File: config.mk
export PLATFORM = sky130hd
export DESIGN_NAME = baud_cfg_ctrl
export DESIGN_NICKNAME = d
export VERILOG_FILES = /design/src/rtl/baud_pkg.sv /design/src/rtl/baud_div_lut.sv /design/src/rtl/baud_cfg_ctrl.sv
export SDC_FILE = /design/constraint.sdc
export NUM_CORES = 1
export LEC_CHECK = 0
export CORE_ASPECT_RATIO = 0.75
export CORE_MARGIN = 2
export CORE_UTILIZATION = 36
export CTS_CLUSTER_DIAMETER = 200
export CTS_CLUSTER_SIZE = 40
export DETAILED_ROUTE_END_ITERATION = 7
export PLACE_DENSITY = 0.63
export SETUP_SLACK_MARGIN = 0.2
export SYNTH_ARGS = -nofsm -noshare
export SYNTH_HDL_FRONTEND = slang
export SYNTH_SLANG_ARGS = --single-unit
export TNS_END_PERCENT = 50
File: constraint.sdc
create_clock -name clk -period 4.2 [get_ports clk]
set_input_delay 0.84 -clock clk [delete_from_list [all_inputs] [get_ports clk]]
set_output_delay 0.84 -clock clk [all_outputs]
set_load 0.02 [all_outputs]
File: src/rtl/baud_pkg.sv
// Shared definitions for the baud-rate change sequencer: supported-rate table,
// divisor arithmetic and the controller state encoding.
package baud_pkg;

    localparam int BAUD_W    = 17;
    localparam int NUM_RATES = 6;

    localparam logic [BAUD_W-1:0] RESET_BAUD = 17'd9600;

    localparam logic [BAUD_W-1:0] RATE_LIST [NUM_RATES] = '{
        17'd4800, 17'd9600, 17'd14400, 17'd19200, 17'd38400, 17'd57600
    };

    typedef enum logic [2:0] {
        IDLE,
        GRANT,
        DRAIN,
        LOAD,
        SETTLE,
        RESP
    } cfg_state_t;

    // Generator runs at 16x the line rate; the divide truncates.
    function automatic int unsigned baud_div(input int unsigned sys_clk_freq,
                                             input int unsigned baud);
        return sys_clk_freq / (16 * baud);
    endfunction

endpackage

File: src/rtl/baud_div_lut.sv
// Combinational baud -> {valid, divisor} lookup over the supported-rate table.
// Divisors are elaborated from the system clock, so no arithmetic is built in logic.
module baud_div_lut
    import baud_pkg::*;
#(
    parameter int unsigned SYS_CLK_FREQ = 100_000_000,
    parameter int          DIV_W        = 16
) (
    input  logic [BAUD_W-1:0] baud,
    output logic              valid,
    output logic [DIV_W-1:0]  div
);

    logic [NUM_RATES-1:0] hit;
    logic [DIV_W-1:0]     div_tab [NUM_RATES];

    genvar gi;
    generate
        for (gi = 0; gi < NUM_RATES; gi++) begin : g_rate
            localparam int unsigned DIV_I = baud_div(SYS_CLK_FREQ, 32'(RATE_LIST[gi]));
            assign hit[gi]     = (baud == RATE_LIST[gi]);
            assign div_tab[gi] = DIV_W'(DIV_I);
        end
    endgenerate

    // Rates are distinct, so at most one entry hits.
    always_comb begin
        valid = |hit;
        div   = '0;
        for (int i = 0; i < NUM_RATES; i++) begin
            if (hit[i]) begin
                div = div_tab[i];
            end
        end
    end

endmodule

File: src/rtl/baud_cfg_ctrl.sv
// Round-robin sequencer for run-time baud changes: validates a request, waits for
// the line to drain, reloads the tick generator and waits for the tick to settle.
module baud_cfg_ctrl
    import baud_pkg::*;
#(
    parameter int          NREQ         = 2,
    parameter int unsigned SYS_CLK_FREQ = 100_000_000,
    parameter int          DIV_W        = 16,
    parameter int unsigned SETTLE_TICKS = 2,
    parameter int unsigned DRAIN_MAX    = 65535
) (
    input  logic                   clk,
    input  logic                   rst,
    input  logic [NREQ-1:0]        req,
    input  logic [NREQ*BAUD_W-1:0] req_baud,
    output logic [NREQ-1:0]        ack,
    output logic [NREQ-1:0]        nack,
    input  logic                   line_busy,
    input  logic                   tick_in,
    output logic [DIV_W-1:0]       gen_div,
    output logic                   gen_load,
    output logic                   gen_hold,
    output logic [BAUD_W-1:0]      cur_baud,
    output logic                   cfg_busy
);

    localparam int IDX_W   = (NREQ > 1) ? $clog2(NREQ) : 1;
    localparam int DRAIN_W = $clog2(DRAIN_MAX + 1);
    localparam int TICK_W  = $clog2(SETTLE_TICKS + 1);

    localparam logic [DIV_W-1:0] RESET_DIV = DIV_W'(baud_div(SYS_CLK_FREQ, 32'(RESET_BAUD)));

    cfg_state_t         state_reg;
    logic [IDX_W-1:0]   grant_reg;
    logic [IDX_W-1:0]   rr_reg;
    logic [BAUD_W-1:0]  baud_reg;
    logic [DIV_W-1:0]   div_reg;
    logic [DRAIN_W-1:0] drain_cnt_reg;
    logic [TICK_W-1:0]  tick_cnt_reg;
    logic [BAUD_W-1:0]  cur_baud_reg;
    logic [DIV_W-1:0]   gen_div_reg;
    logic               gen_load_reg;
    logic               gen_hold_reg;
    logic [NREQ-1:0]    ack_reg;
    logic [NREQ-1:0]    nack_reg;

    logic [BAUD_W-1:0]  req_baud_arr [NREQ];
    logic [IDX_W-1:0]   arb_idx;
    logic               lut_valid;
    logic [DIV_W-1:0]   lut_div;

    genvar gi;
    generate
        for (gi = 0; gi < NREQ; gi++) begin : g_req
            assign req_baud_arr[gi] = req_baud[gi*BAUD_W +: BAUD_W];
        end
    endgenerate

    // Scan upward from the round-robin pointer, wrapping; first requester found wins.
    always_comb begin
        logic             found;
        logic [IDX_W-1:0] cand;
        found   = 1'b0;
        cand    = '0;
        arb_idx = rr_reg;
        for (int k = 0; k < NREQ; k++) begin
            cand = IDX_W'((32'(rr_reg) + 32'(k)) % NREQ);
            if (!found && req[cand]) begin
                arb_idx = cand;
                found   = 1'b1;
            end
        end
    end

    baud_div_lut #(
        .SYS_CLK_FREQ (SYS_CLK_FREQ),
        .DIV_W        (DIV_W)
    ) u_lut (
        .baud  (baud_reg),
        .valid (lut_valid),
        .div   (lut_div)
    );

    always_ff @(posedge clk) begin
        if (rst) begin
            state_reg     <= IDLE;
            grant_reg     <= '0;
            rr_reg        <= '0;
            baud_reg      <= '0;
            div_reg       <= '0;
            drain_cnt_reg <= '0;
            tick_cnt_reg  <= '0;
            cur_baud_reg  <= RESET_BAUD;
            gen_div_reg   <= RESET_DIV;
            gen_load_reg  <= 1'b0;
            gen_hold_reg  <= 1'b0;
            ack_reg       <= '0;
            nack_reg      <= '0;
        end else begin
            gen_load_reg <= 1'b0;
            ack_reg      <= '0;
            nack_reg     <= '0;
            case (state_reg)
                IDLE: begin
                    if (|req) begin
                        grant_reg <= arb_idx;
                        baud_reg  <= req_baud_arr[arb_idx];
                        state_reg <= GRANT;
                    end
                end
                GRANT: begin
                    div_reg       <= lut_div;
                    drain_cnt_reg <= '0;
                    if (!lut_valid) begin
                        nack_reg[grant_reg] <= 1'b1;
                        state_reg           <= RESP;
                    end else if (baud_reg == cur_baud_reg) begin
                        ack_reg[grant_reg] <= 1'b1;
                        state_reg          <= RESP;
                    end else begin
                        gen_hold_reg <= 1'b1;
                        state_reg    <= DRAIN;
                    end
                end
                DRAIN: begin
                    // An idle line wins over a timeout landing in the same cycle.
                    if (!line_busy) begin
                        gen_load_reg <= 1'b1;
                        gen_div_reg  <= div_reg;
                        cur_baud_reg <= baud_reg;
                        gen_hold_reg <= 1'b0;
                        state_reg    <= LOAD;
                    end else if (drain_cnt_reg == DRAIN_W'(DRAIN_MAX - 1)) begin
                        nack_reg[grant_reg] <= 1'b1;
                        gen_hold_reg        <= 1'b0;
                        state_reg           <= RESP;
                    end else begin
                        drain_cnt_reg <= drain_cnt_reg + 1'b1;
                    end
                end
                LOAD: begin
                    // A tick coincident with the reload belongs to the old divisor.
                    tick_cnt_reg <= '0;
                    state_reg    <= SETTLE;
                end
                SETTLE: begin
                    if (tick_in) begin
                        if (tick_cnt_reg == TICK_W'(SETTLE_TICKS - 1)) begin
                            ack_reg[grant_reg] <= 1'b1;
                            state_reg          <= RESP;
                        end else begin
                            tick_cnt_reg <= tick_cnt_reg + 1'b1;
                        end
                    end
                end
                RESP: begin
                    rr_reg    <= (grant_reg == IDX_W'(NREQ - 1)) ? '0 : grant_reg + 1'b1;
                    state_reg <= IDLE;
                end
                default: state_reg <= IDLE;
            endcase
        end
    end

    assign ack      = ack_reg;
    assign nack     = nack_reg;
    assign gen_div  = gen_div_reg;
    assign gen_load = gen_load_reg;
    assign gen_hold = gen_hold_reg;
    assign cur_baud = cur_baud_reg;
    assign cfg_busy = (state_reg != IDLE);

endmodule

## After elaboration in Yosys (flattened, before gate mapping)

Index checks and enable logic that the tools add are counted.

- Register bits: 95
- Bits of input ports: 40
- Output and inout bits: 40

- Order comparisons: 5
- Muxes and demuxes: 47
- Reductions and logical operators: 16
- Bitwise operators: 3
- Eq/ne operators: 23
- Add/sub/neg operators: 4

Operators by type and width:

| kind | number |
|---|---|
| two-way mux 11 bit | 6 |
| two-way mux 17 bit | 3 |
| equality test 17 x 14 -> 1 bit, second input constant | 2 |
| equality test 17 x 16 -> 1 bit, second input constant | 2 |
| two-way mux 16 bit | 2 |
| case mux 16 bit (2 select lines) | 1 |
| two-way mux 3 bit | 7 |
| two-way mux 2 bit | 9 |
| equality test 17 x 13 -> 1 bit, second input constant | 1 |
| equality test 17 x 15 -> 1 bit, second input constant | 1 |
| equality test 17 bit | 1 |
| adder 16 x 1 -> 16 bit, second input constant | 1 |
| equality test 16 bit, second input constant | 1 |
| != test 2 bit, second input constant | 8 |
| case mux 3 bit (5 select lines) | 1 |
| two-way mux 1 bit | 13 |
| case mux 2 bit (2 select lines) | 3 |
| AND reduction 4 bit | 2 |
| equality test 3 x 2 -> 1 bit, second input constant | 2 |
| equality test 3 bit, second input constant | 2 |
| < comparator 1 x 2 -> 1 bit, second input constant | 3 |
| AND reduction 3 bit | 2 |
| OR reduction 6 bit | 1 |
| AND reduction 2 bit | 2 |
| 17 further kinds | 22 |

## Depth between registers and ports, before layout

Gate-level depths: netlist of the first run.

- Depth after elaboration: 10
- Mapped depth: 8
- Depth with buffers taken out: 7

## Modules after synthesis

A second synthesis of the first run with hierarchy kept.

- Cell total of the unflattened synthesis: 539
- Area, all modules: 4416.7 µm²

By module, submodules not included:

| module | sequential area each (µm²) | area each (µm²) | cells an instance | instances |
|---|---|---|---|---|
| baud_cfg_ctrl | 1901.8 | 4098.9 | 488 | 1 |
| baud_div_lut | 0.0 | 317.8 | 51 | 1 |

## Worst setup path after synthesis of the first run

No wires, ideal clock.

- Path kind: input -> register
- Start: input req[1]
- End: register baud_reg[16]
- Cell stages on the path: 5
- Arrival time: 1.914 ns
- Path slack: 2.201 ns
- Path buffers: 2
- Library setup time: 0.086 ns
- Cell sequence: maj3_1 -> buf_2 -> buf_2 -> mux2i_1 -> a211oi_1

- Word-level cells in the longest chain between the ends: 10
- Elaborated cells between the ends (all ways): 14

RTL lines:

| item | line | source |
|---|---|---|
| start: declaration | baud_cfg_ctrl.sv:14 | `input logic [NREQ-1:0] req,` |
| two-way mux 1 bit (implied by the code) (2 in series) | baud_cfg_ctrl.sv:68 | `if (!found && req[cand]) begin` |
| two-way mux 1 bit | baud_cfg_ctrl.sv:68 |  |
| logical NOT 1 bit | baud_cfg_ctrl.sv:68 |  |
| logical AND 1 bit | baud_cfg_ctrl.sv:68 |  |
| two-way mux 1 bit | baud_cfg_ctrl.sv:68 |  |
| inverter 1 -> 2 bit (implied by the code) | baud_cfg_ctrl.sv:107 | `baud_reg <= req_baud_arr[arb_idx];` |
| two-way mux 17 bit (implied by the code) (3 in series) | baud_cfg_ctrl.sv:107 |  |
| end signal: assignment | baud_cfg_ctrl.sv:107 |  |
| end: declaration | baud_cfg_ctrl.sv:36 | `logic [BAUD_W-1:0] baud_reg;` |

Several ways; a longest one is shown, not always the timed one. The select of a mux whose other input is x is not followed.
A chain may end at the register's enable or synchronous reset.

## Worst setup path after layout of the first run

- Start: register state_reg[0]
- End: output cfg_busy

- Word-level cells in the longest chain between the ends: 1

RTL lines:

| item | line | source |
|---|---|---|
| start: declaration | baud_cfg_ctrl.sv:33 | `cfg_state_t state_reg;` |
| start signal: assignment | baud_cfg_ctrl.sv:86 | `state_reg <= IDLE;` |
| start signal: assignment | baud_cfg_ctrl.sv:108 | `state_reg <= GRANT;` |
| start signal: assignment | baud_cfg_ctrl.sv:116 | `state_reg <= RESP;` |
| nonzero test 3 bit | baud_cfg_ctrl.sv:171 | `assign cfg_busy = (state_reg != IDLE);` |
| end: declaration | baud_cfg_ctrl.sv:24 | `output logic cfg_busy` |

No other way between the ends.

==> results of run 1 <==
==> cell usage after synthesis, types with 3 or more instances <==
master,instances
buf_4,8
or3_1,11
nor3_1,10
nand4_1,15
a21oi_1,36
mux2i_1,26
o211ai_1,5
clkbuf_1,16
a211oi_1,22
and2_1,3
o21ai_0,9
nand3_1,22
ha_1,3
dfxtp_1,85
nor2b_1,5
inv_1,8
xnor2_1,16
and4_1,3
a2111o_1,4
o2111ai_1,4
buf_2,11
nor3b_1,3
nor2_1,39
nand2_1,82
a22o_1,3
==> logic make-up after synthesis <==
| kind of cell | count (synthesis) | synth area share |
|---|---|---|
| and+or+nand+nor | 219 | 0.268 |
| AOI/OAI and AO/OA | 101 | 0.171 |
| DFF | 85 | 0.400 |
| buffers and inverters | 47 | 0.0535 |
| muxes | 26 | 0.0611 |
| xor gates and xnor gates | 17 | 0.0350 |
| adders and majority gates | 4 | 0.0112 |
| other | 1 | 0.000881 |
==> power groups by stage <==
stage	sequential, mW	clock [mW]	combinational [mW]
2_1_floorplan	1.13	0	0.832
3_3_place_gp	1.20	0	1.02
3_5_place_dp	1.21	0	1.04
4_1_cts	1.19	1.00	1.05
5_1_grt	1.22	1.03	1.14
6_report	1.19	0.982	1.05
==> through the flow <==
| step | utilization | total power [mW] | setup WS, ns | instances | area [sq um] |
|---|---|---|---|---|---|
| floorplan | - | 1.96 | 2.20 | 504 | 4270 |
| global placement | 0.436 | 2.22 | 1.49 | 705 | 5040 |
| detailed placement | 0.436 | 2.25 | 1.40 | 705 | 5040 |
| CTS | 0.468 | 3.24 | 1.55 | 721 | 5410 |
| global route | 0.468 | 3.40 | 1.50 | 721 | 5410 |
| finish | 0.468 | 3.22 | 1.55 | 721 | 5410 |
==> worst max-delay path by stage <==
stage	to	start	cells past startpoint
global route	cfg_busy	state_reg[0]	2
finish	cfg_busy	state_reg[0]	2
global placement	baud_reg[10]	req[1]	4
floorplan	baud_reg[16]	req[1]	5
detailed placement	baud_reg[6]	req[1]	4
CTS	cfg_busy	state_reg[0]	2
==> layer usage <==
layer  share of wire  wire (um)
met1            0.51       5480
met4           0.010        110
met5               0          0
met3           0.063        673
met2            0.42       4460
==> tightest hold or removal path, stage by stage (launching register included) <==
cell     delay (ns)
dfxtp_1        0.31
nand2_1        0.05
a21oi_1        0.05
==> layout make-up <==
cell class                 instances  area [sq um]  share of cell area
timing repair buffer              77           758               0.140
multi-input combinational        372          2340               0.433
tap                              162           203              0.0374
sequential                        85          1700               0.314
inverter                           9          33.8             0.00624
clock inverter                     6           134              0.0247
clock buffer                      10           239              0.0442
==> results.ini, run 1 <==
[outcome]
status=finished, final reports clean

[detailed_routing]
drt_drc_violations_left=0
wirelength_um=10700
via_per_inst=5.18
drt-initial-drc-count=255
wl_per_cell_um=14.9
first_pass_iters=5
vias=3737
detail-route-antenna-nets=0

[clock_tree]
cts_hold_buf=0
cts_made_buffers=9
cts_setup_buffers=0
cts_resized=0
cts_max_path_buffers=2
cts-root-buf=clkbuf_16
h-tree-depth=3
clk_latency_ns=0.34
cts.reportedPaths.clkPinSlew_ns=0.06
cts_tree=yes
cts.sinks=85

[pwr]
seq_power_share=0.371
clock_power_share=0.305
peakVddDrop_mv=0.347
intPower_mw=2.05
power_frac_comb=0.325
p_leak_nw=1.84
power_density_mw_per_mm2=595
p_sw_frac=0.362
switchingPower_mw=1.17

[worst_setup_path]
worstPathRequired_ns=3.36
r2r_slack_ns=1.99
slowest_delay_ns=0.57
worst_setup_path_end_kind=primary output
path_max_fanout=12
critical_path_arrival_ns=1.81
start_kind=flop
crit_buf_inv=1
cpMaxStageDelayCell=clkdlybuf4s50_1
critPathKind=flop to primary output
r2r_start=state_reg[1]
path_delay_family=buffers and inverters
reg2reg_depth=5
r2r_end=gen_div[8]
crit_chain=or3_1 > clkdlybuf4s50_1

[hold_path]
hold_class=flop to flop
hold_path_depth=2
min_to=div_reg[7]
hp-start=div_reg[7]

[global_routing]
grt_max_degree=61
gr-usage-met1=0.254
busiest_layer=met1
grt_usage=0.172
grt_pass1_vias=3460
grt_antenna_before_repair=0
use_met3=0.0521
grtUsageMet2=0.248
grt.overflow.total=0
grt_pass1_wl_um=17600

[timing]
whs_ns=0.451
period_minus_slack_ns=2.65
rsz0062_at_grt=no
finalCritPeriodShare=0.631
hold_violations=0
worst_pin_slew_ns=1.13
setup_viol=0
final.setup_skew_ns=0.00821
max_freq_mhz=377
relSlewSlack=0.243
drv_slew=0
tns_ns=0

[placed_design]
gp_congestion=0.845
dpl.hpwl_um=7750
port_buffers=74

[die]
die-width_um=130
rows=34
core_area_sq_mm=0.0116
die_h_um=98.2
start_util=0.368
dieArea_sq_mm=0.0127
pin_count=80

[synthesis]
ys_ff_latch=85
async_flop_share=0
ys_warn_count=0
ys_seq_area_frac=0.400
avgSynthCellArea_sq_um=8.52
synth_area_leaders=dfxtp_1, nand2_1, mux2i_1
synth_cell_types=67
syn_inst=500
synth_area_sq_mm=0.00426
synth_area_leader_cell=dfxtp_1
ys.flop_type=dfxtp_1
synth_edf_count=0
synth.top_cell.area_share=0.400

[finish]
nNetsFinal=597
diodes=0
layout_commonest_cell=dfxtp_1
fillers=1092
final_cell_mix=dfxtp_1, nand2_1, clkdlybuf4s50_1
drive_gt1_frac=0.0751
synthToLayoutAreaGrowth_pct=27.1

[job]
drv_cap=0

Note: power is estimated with default switching activity, not from simulation.
==> run 2, diff against run 1 <==
--- a/config.mk
+++ b/config.mk
@@ -11,7 +11,7 @@
 export CTS_CLUSTER_DIAMETER = 200
 export CTS_CLUSTER_SIZE = 40
 export DETAILED_ROUTE_END_ITERATION = 7
-export PLACE_DENSITY = 0.63
+export PLACE_DENSITY = 0.65
 export SETUP_SLACK_MARGIN = 0.2
 export SYNTH_ARGS = -nofsm -noshare
 export SYNTH_HDL_FRONTEND = slang
==> constraint.sdc (replaced) <==
create_clock -name clk -period 2.1 [get_ports clk]
set_input_delay 0.42 -clock clk [delete_from_list [all_inputs] [get_ports clk]]
set_output_delay 0.42 -clock clk [all_outputs]
set_load 0.02 [all_outputs]
==> results.ini, run 2 (synthesized netlist as in run 1, its figures left out) <==
[clock_tree]
cts_tree=yes
cts_max_path_buffers=2
cts.sinks=85
cts-root-buf=clkbuf_16
cts_made_buffers=9
cts.reportedPaths.clkPinSlew_ns=0.06
clk_latency_ns=0.34
h-tree-depth=3

[pwr]
p_leak_nw=1.89
power_frac_comb=0.368
power_density_mw_per_mm2=1150
switchingPower_mw=2.39
peakVddDrop_mv=0.921
clock_power_share=0.262
finalPower_mw=6.42
intPower_mw=4.02
seq_power_share=0.369
p_sw_frac=0.373

[global_routing]
grt_max_degree=36
grtUsageMet2=0.257
grt_pass1_vias=3612
grt_antenna_before_repair=0
grt_usage=0.170
grt.overflow.total=0
grt_pass1_wl_um=17400
busiest_layer=met2
gr-usage-met1=0.238
use_met3=0.0460

[worst_setup_path]
r2r_slack_ns=0.27
r2r_start=baud_reg[15]
worst_setup_path_end_kind=primary output
critPathKind=flop to primary output
r2r_end=ack[0]
reg2reg_depth=6
worstPathRequired_ns=1.68
critical_path_arrival_ns=1.49
path_max_fanout=10
start_kind=flop

[finish]
synthToLayoutAreaGrowth_pct=30.9
diodes=0
nNetsFinal=612
drive_gt1_frac=0.120
fin_area_sq_mm=0.00558
fillers=1113
layout_commonest_cell=nand2_1
final_cell_mix=nand2_1, dfxtp_1, clkdlybuf4s50_1

[timing]
fin_ws_ns=0.191
max_freq_mhz=524
drv_slew=0
relSlewSlack=0.631
rsz0062_at_grt=yes
hold_violations=0
final.setup_skew_ns=0.00854
setup_viol=0
tns_ns=0
worst_pin_slew_ns=0.553
finalCritPeriodShare=0.909
period_minus_slack_ns=1.91

[die]
pin_count=80
dieArea_sq_mm=0.0127
die_h_um=98.2
die-width_um=130
start_util=0.368
core_area_sq_mm=0.0116
rows=34

[detailed_routing]
wl_per_cell_um=14.6
wirelength_um=10800
first_pass_iters=4
vias=3789
detail-route-antenna-nets=0
drt_drc_violations_left=0
via_per_inst=5.15
drt-initial-drc-count=295

[placed_design]
place_area_sq_mm=0.00516
dp_slack_ns=0.0482
dpl.hpwl_um=7920
port_buffers=74
gp_congestion=0.884

[job]
drv_cap=0

[hold_path]
hold_path_depth=2
min_to=gen_div[4]
hold_class=input pin to flop
hp-start=rst

[outcome]
status=finished, final reports clean

## run 2: power groups by stage
stage	clock (mW)	combinational [mW]	sequential [mW]
finish	1.68	2.36	2.37
global route	1.78	2.59	2.43
CTS	1.71	2.31	2.33
detailed placement	0	2.29	2.36
global placement	0	2.25	2.35
floorplan	0	1.66	2.26
## run 2: metal layers
layer,up-vias,share of wire,wire length [um]
li1,1924,-,-
met1,1752,0.49,5250
met2,103,0.44,4690
met3,10,0.066,713
met4,0,0.0099,106
met5,-,0,0
## run 2: area by class of cell
| cell class | instances | area (sq um) | share of cell area |
|---|---|---|---|
| well taps | 162 | 203 | 0.0364 |
| inverters | 9 | 33.8 | 0.00606 |
| repair buffers | 91 | 887 | 0.159 |
| flip-flops and latches | 85 | 1710 | 0.306 |
| clock buffers | 11 | 233 | 0.0417 |
| clock inverters | 5 | 83.8 | 0.0150 |
| multi-input cells | 373 | 2430 | 0.436 |
## run 2: per-stage QoR
stage	std cells	utilization	hold WS, ns
2_1_floorplan	504	-	0.425
3_3_place_gp	718	0.446	0.447
3_5_place_dp	718	0.446	0.448
4_1_cts	734	0.476	0.364
5_1_grt	736	0.482	0.374
6_report	736	0.482	0.371
## run 2: worst max-delay path: stages (launching register included)
cell	delay [ns]
dfxtp_1	0.42
or3_4	0.40
dlygate4sd2_1	0.34
## run 2: worst max path at each step
stage | from | endpoint | slack [ns] | cells past startpoint
final | state_reg[2] | cfg_busy | 0.19 | 2
after global routing | state_reg[2] | cfg_busy | 0.15 | 2
after CTS | drain_cnt_reg[0] | state_reg[2] | 0.17 | 7
after detailed placement | line_busy | drain_cnt_reg[15] | 0.05 | 5
after global placement | line_busy | drain_cnt_reg[15] | 0.15 | 5
after floorplan | drain_cnt_reg[0] | drain_cnt_reg[10] | 0.39 | 8
## run 2: repair_timing
action,4_1_cts,5_1_grt
hold endpoints to repair,0,0
gates cloned,0,1
hold buffers,0,0
resized for setup,5,14
setup endpoints to repair,9,28
pin swaps,0,2
setup buffers,0,1
==> run 3, diff against run 2 <==
--- a/config.mk
+++ b/config.mk
@@ -6,8 +6,8 @@
 export NUM_CORES = 1
 export LEC_CHECK = 0
 export CORE_ASPECT_RATIO = 0.75
-export CORE_MARGIN = 2
 export CORE_UTILIZATION = 36
+export CTS_BUF_LIST = sky130_fd_sc_hd__clkbuf_4 sky130_fd_sc_hd__clkbuf_8
 export CTS_CLUSTER_DIAMETER = 200
 export CTS_CLUSTER_SIZE = 40
 export DETAILED_ROUTE_END_ITERATION = 7
==> results.ini, run 3 (synthesized netlist as in run 1, its figures left out) <==
[outcome]
status=finished, final reports clean

[worst_setup_path]
path_max_fanout=7
start_kind=flop
r2r_slack_ns=0.24
worstPathRequired_ns=1.68
slowest_delay_ns=0.47
worst_setup_path_end_kind=primary output
critical_path_arrival_ns=1.48
cpMaxStageDelayCell=or3_1
crit_chain=or3_1 > clkdlybuf4s15_2
critPathKind=flop to primary output

[pwr]
p_leak_nw=1.87
seq_power_share=0.400
switchingPower_mw=2.28
p_sw_frac=0.389
power_density_mw_per_mm2=1070
peakVddDrop_mv=0.485
power_frac_comb=0.406
clock_power_share=0.194
intPower_mw=3.59
finalPower_mw=5.87

[finish]
synthToLayoutAreaGrowth_pct=29.0
nNetsFinal=617
drive_gt1_frac=0.125
layout_commonest_cell=dfxtp_1
seq_area_sq_mm=0.00171
diodes=0
fillers=1077
final_cell_mix=dfxtp_1, nand2_1, clkdlybuf4s50_1
multi_input_area_sq_mm=0.00242

[clock_tree]
cts.sinks=85
cts.reportedPaths.clkPinSlew_ns=0.08
cts-root-buf=clkbuf_8
cts_max_path_buffers=2
h-tree-depth=3
cts_made_buffers=9
clk_latency_ns=0.35
cts_tree=yes
cts_hold_buf=0

[detailed_routing]
wl_per_cell_um=14.4
drt-initial-drc-count=273
vias=3761
detail-route-antenna-nets=0
first_pass_iters=5
drt_drc_violations_left=0
wirelength_um=10600
via_per_inst=5.12

[global_routing]
grt_pass1_wl_um=17300
grtUsageMet2=0.276
grt_max_degree=36
grt_usage=0.180
grt_antenna_before_repair=0
grt_pass1_vias=3424
use_met3=0.0411
grt.overflow.total=0
busiest_layer=met2
gr-usage-met1=0.257

[placed_design]
dpl.hpwl_um=7950
dp_slack_ns=0.0558
gp_congestion=0.884
port_buffers=74

[timing]
final.setup_skew_ns=0.0107
setup_viol=0
period_minus_slack_ns=1.90
fin_ws_ns=0.198
max_freq_mhz=526
relSlewSlack=0.643
hold_violations=0
rsz0062_at_grt=yes
worst_pin_slew_ns=0.534
finalCritPeriodShare=0.906
drv_slew=0
tns_ns=0

[die]
die-width_um=128
pin_count=80
rows=33
core_area_sq_mm=0.0112
die_h_um=96.2
dieArea_sq_mm=0.0123
start_util=0.379

[hold_path]
hold_class=input pin to flop

[job]
drv_cap=0

run 3: routing by layer:
layer  wire [um]  part of all wire
met5           0                 0
met4          72            0.0068
met3         665             0.063
met2        4500              0.42
met1        5360              0.51
run 3: area by class of cell:
type	instances	share of cell area
clock inverters	2	0.00638
clock buffers	12	0.0278
repair buffers	96	0.173
multi-input cells	373	0.440
inverters	9	0.00615
well taps	157	0.0358
flip-flops and latches	85	0.310
run 3: what timing repair did:
action / CTS / global route
hold endpoints to repair: 0 / 0
buffers inserted: 3 / 2
setup endpoints to repair: 12 / 27
pin swaps: 1 / 6
gates resized for setup: 5 / 13
gates cloned: 0 / 1
run 3: critical path: cells and delay by family, from the launching register on:
family,cells,cell delay (ns)
DFF,1,0.38
buffers and inverters,1,0.29
and+or+nand+nor,1,0.47
run 3: path summary, 6_finish.rpt:
check | end | start | depth (start not counted)
worst min register to register | gen_div[2] | gen_div[2] | 2
worst max-delay path | cfg_busy | state_reg[0] | 2
worst max register to register | ack[1] | baud_reg[14] | 5
worst min-delay path | div_reg[5] | rst | 2
run 3: stage by stage:
stage          instances  area, sq um   util  hold slack (ns)
2_1_floorplan        504         4270      -            0.425
3_3_place_gp         714         5160  0.460            0.444
3_5_place_dp         714         5160  0.460            0.447
4_1_cts              731         5420  0.482            0.359
5_1_grt              734         5490  0.489            0.379
6_report             734         5490  0.489            0.381
run 3: power by group through the flow:
stage                     registers (mW)  clock network, mW  logic, mW
after floorplan                     2.26                  0       1.66
after global placement              2.35                  0       2.27
after detailed placement            2.36                  0       2.30
after CTS                           2.32               1.17       2.34
after global routing                2.40               1.24       2.61
final                               2.34               1.14       2.38
